### config.mk
export PLATFORM = sky130hd
export DESIGN_NAME = dmem_arbiter
export DESIGN_NICKNAME = d
export VERILOG_FILES = /design/src/rtl/dmem_arbiter.sv
export SDC_FILE = /design/constraint.sdc
export NUM_CORES = 1
export LEC_CHECK = 0
export ABC_AREA = 1
export CAP_MARGIN = 40
export CORE_MARGIN = 4
export CORE_UTILIZATION = 35
export DETAILED_ROUTE_END_ITERATION = 6
export PLACE_DENSITY = 0.68
export SLEW_MARGIN = 5
export SYNTH_ARGS = -nofsm -noshare
export SYNTH_HDL_FRONTEND = slang
export SYNTH_SLANG_ARGS = --single-unit
### constraint.sdc
create_clock -name clk -period 1.6 [get_ports clk]
set_input_delay 0.32 -clock clk [delete_from_list [all_inputs] [get_ports clk]]
set_output_delay 0.32 -clock clk [all_outputs]
set_load 0.005 [all_outputs]
### src/rtl/dmem_arbiter.sv
// dmem_arbiter: shares single-port data memory between the MEM-stage pipeline and a secondary requester
module dmem_arbiter #(
    parameter int ADDR_W     = 32,
    parameter int DATA_W     = 32,
    parameter int MEM_LAT    = 2,
    parameter int STARVE_MAX = 4
) (
    input  logic              clk,
    input  logic              rst,
    input  logic              p_memread,
    input  logic              p_memwrite,
    input  logic [ADDR_W-1:0] p_addr,
    input  logic [DATA_W-1:0] p_wdata,
    output logic [DATA_W-1:0] p_rdata,
    output logic              p_stall,
    input  logic              s_req,
    input  logic              s_we,
    input  logic [ADDR_W-1:0] s_addr,
    input  logic [DATA_W-1:0] s_wdata,
    output logic              s_ack,
    output logic [DATA_W-1:0] s_rdata,
    output logic [ADDR_W-1:0] mem_addr,
    output logic [DATA_W-1:0] mem_wdata,
    output logic              mem_read,
    output logic              mem_write,
    input  logic [DATA_W-1:0] mem_rdata
);
    localparam int CW = MEM_LAT > 1 ? $clog2(MEM_LAT) : 1;
    localparam int SW = $clog2(STARVE_MAX + 1);
    typedef enum logic [1:0] {IDLE, ACCESS, RESP} state_t;
    state_t            state_q;
    logic              sec_q;
    logic              we_q;
    logic [ADDR_W-1:0] addr_q;
    logic [DATA_W-1:0] wdata_q;
    logic [DATA_W-1:0] p_rdata_q;
    logic [DATA_W-1:0] s_rdata_q;
    logic [DATA_W-1:0] rdata_d;
    logic [CW-1:0]     cnt_q;
    logic [SW-1:0]     starve_q;
    logic              p_req;
    logic              grant_s;
    logic              in_acc;
    logic              in_resp;
    assign p_req   = p_memread | p_memwrite;
    assign grant_s = s_req & (~p_req | starve_q == SW'(STARVE_MAX));
    assign rdata_d = we_q ? '0 : mem_rdata;
    always_ff @(posedge clk) begin
        if (rst) begin
            state_q   <= IDLE;
            sec_q     <= 1'b0;
            we_q      <= 1'b0;
            addr_q    <= '0;
            wdata_q   <= '0;
            cnt_q     <= '0;
            starve_q  <= '0;
            p_rdata_q <= '0;
            s_rdata_q <= '0;
        end else begin
            case (state_q)
                IDLE: if (grant_s | p_req) begin
                    state_q  <= ACCESS;
                    sec_q    <= grant_s;
                    we_q     <= grant_s ? s_we : p_memwrite;
                    addr_q   <= grant_s ? s_addr : p_addr;
                    wdata_q  <= grant_s ? s_wdata : p_wdata;
                    cnt_q    <= CW'(MEM_LAT - 1);
                    // a pipeline grant with s_req pending implies starve_q is below the limit
                    starve_q <= grant_s ? '0 : starve_q + SW'(s_req);
                end
                ACCESS: if (cnt_q == '0) begin
                    state_q <= RESP;
                    if (sec_q) s_rdata_q <= rdata_d;
                    else p_rdata_q <= rdata_d;
                end else begin
                    cnt_q <= cnt_q - 1'b1;
                end
                default: state_q <= IDLE;
            endcase
        end
    end
    assign in_acc    = state_q == ACCESS & ~rst;
    assign in_resp   = state_q == RESP & ~rst;
    assign mem_read  = in_acc & ~we_q;
    assign mem_write = in_acc & we_q;
    assign mem_addr  = in_acc ? addr_q : '0;
    assign mem_wdata = in_acc ? wdata_q : '0;
    assign p_stall   = p_req & ~(in_resp & ~sec_q) & ~rst;
    assign s_ack     = in_resp & sec_q;
    assign p_rdata   = rst ? '0 : p_rdata_q;
    assign s_rdata   = rst ? '0 : s_rdata_q;
endmodule
==> metrics.cfg <==
[final_layout]
syn_to_final_growth_pct = 62.9
fill_cells = 1883
stdcell_count = 1654
drive_gt1_share_pct = 17.4
post-route-util_pct = 58.6
num-nets-final = 1542

[setup_path]
rrSetupSlack_ps = 160
critical_path_class = flop to output pin
path_max_fanout = 8
crit_path_cell_trace = inv_2 -> nor2_4 -> nand2_4 -> buf_12 -> buf_16 -> nor2_4 -> buf_6
arrival_ps = 1570
critPathLaunchType = flop
required_ps = 1280
cp_common_cell = nor2_4
r2r_end = s_rdata_q[16]
r2r-start = state_q[0]
cp-end-kind = output pin
slowest_stage = dfxtp_2
cp_slowest_stage_delay_ps = 340
r2r_cells = 9

[place]
portBuffers = 297
gp_congestion = 0.830
dpl.hpwl_mm = 16.3
dp_cells = 1600
preCtsSetupSlack_ps = -402

[sta]
rsz0062_at_grt = true
fin_ws_ps = -286
worst_slew_pin_slew_ps = 501
setup_viol = 68
finalHoldViolCount = 0
clock_skew_ps = 11.2
timing.fmax_mhz = 530
slew_headroom_pct = 66.6
period_minus_slack_ps = 1890
hold_ws_ps = 263
post-route-period-util_pct = 118
maxSlewViolCount = 0

[logic_synthesis]
yosysSeqAreaShare_pct = 38.4
yosys_warnings = 0
synth_nets = 1254
synth_area_sq_mm = 0.00709
synth-seq-cells = 136
syn_avg_cell_area_sq_um = 6.53
ys_types = 31
synth_cells = 1086

[global_routing]
grt_overflow = 0
antenna_found_initial = 2
grt_pass1_wl_mm = 37.4
track_usage_pct = 20.9
grt_pass1_vias = 7301
grt_max_degree = 97

[status]
violations = design-rule violations, negative setup slack
status = finished, violations left

[routing]
ant_nets = 0
vias = 7696
wl_per_cell_um = 14.7
drt_drc_violations_left = 4
viasPerCell = 4.65
drtIter0Drc = 253
wirelength_mm = 24.3
first_pass_iters = 7

[min_path]
min_from = s_req
hold_path_end = sec_q
hold-path-cell-count = 3
hold_path_class = primary input to flop

[cts]
cts.sinks = 136
cts_buffers = 17
clk_latency_ps = 420
cts_root_buffer = clkbuf_16
htreeDepth = 4
cts_tree = done
clk_pin_slew_ps = 60
clockBufferDepth = 2

[floorplan]
die-area_sq_mm = 0.0226
ios = 298
num_rows = 51
core_area_sq_mm = 0.0197
die_width_um = 150
die_h_um = 150
start_util_pct = 35.9

[power_and_ir_drop]
power_uw = 11000
p_leak_uw = 0.00513
powerDensity_mw_per_mm2 = 955
worst_ir_drop_vdd_mv = 0.744

[run]
maxCapViolCount = 0

power breakdown:
part	internal [uW]	switching (uW)
Sequential	3800	184
Clock	2460	1580
Combinational	1400	1600
synth_stat cells, drive strengths merged:
library cell	number	area (sq um)
o22ai	1	6.26
nand2	98	380
xor2	1	8.76
nor2	273	1040
a21oi	70	350
a211oi	2	15.0
buf	45	314
o21ai	124	621
inv	154	581
nor3	1	5.00
nor4	1	6.26
a311oi	1	8.76
clkbuf	41	155
a21boi	62	465
dfxtp	136	2720
nand3	74	380
ha	2	25.0
worst max path at each step:
stage / from / endpoint / slack [ps] / depth (start not counted)
2_1_floorplan: rst / mem_wdata[11] / 180 / 6
3_3_place_gp: p_memwrite / p_stall / -410 / 4
3_5_place_dp: p_memwrite / p_stall / -400 / 4
4_1_cts: state_q[0] / mem_addr[28] / -330 / 7
5_1_grt: state_q[0] / mem_wdata[5] / -340 / 7
6_report: state_q[0] / mem_wdata[3] / -290 / 7
metrics by stage:
stage	TNS [ps]	area (sq um)
2_1_floorplan	0	7090
3_3_place_gp	-41700	10300
3_5_place_dp	-42120	10300
4_1_cts	-18200	11100
5_1_grt	-19850	11500
6_report	-15690	11500
final cells by class:
type	count	area (sq um)	area share (%)
tap	265	332	2.87
antenna	2	5.00	0.0434
timing repair buffer	355	3520	30.5
sequential	136	2730	23.6
multi-input combinational	710	3780	32.7
clock buffer	18	429	3.72
clock inverter	14	173	1.50
inverter	154	582	5.04
sequential cells by signal, summed over array words and instances (netlist names):
register   cells
sec_q          1
s_rdata_q     32
cnt_q          1
state_q        2
we_q           1
starve_q       3
addr_q        32
p_rdata_q     32
wdata_q       32
logic make-up after synthesis:
family | synth area share [%]
and+or+nand+nor | 25.6
AOI/OAI and AO/OA | 20.7
buffers and inverters | 14.8
DFF | 38.4
adders and majority gates | 0.353
xor gates and xnor gates | 0.124
critical path, delay by kind of cell, from the launching register on:
kind / cells / cell delay [ps]
flip-flops: 1 / 340
buffers and inverters: 4 / 490
AND/OR/NAND/NOR: 3 / 310
metal layers:
metal | vias up | track usage, % | wire (um)
li1 | 3993 | - | -
met1 | 3427 | 24.4 | 10000
met2 | 244 | 34.6 | 11400
met3 | 32 | 8.76 | 2350
met4 | 0 | 6.86 | 504
met5 | - | 0 | 0
placed cells by master (no fill, tap or decap), types with 3 or more instances in the layout:
cell,instances
clkinvlp_4,5
a21boi_1,21
buf_4,30
buf_12,13
o21ai_1,50
nand2_1,94
nor2_4,57
dlygate4sd2_1,64
buf_16,7
clkbuf_16,18
clkdlybuf4s50_1,163
a21boi_0,41
buf_6,32
buf_2,41
nor2_2,8
bufinv_16,3
o21ai_0,74
inv_2,5
dfxtp_1,134
nor2_1,208
nand3_1,72
inv_1,147
buf_8,4
a21oi_1,70
inv_6,3
clkinv_2,3
what timing repair did:
action,in CTS,in global routing
resized for setup,416,99
gates cloned,8,1
hold buffers,0,0
pin swaps,6,7
endpoints found under the setup margin,132,69
buffers inserted,8,6
Power figures use the tool's default switching activity.
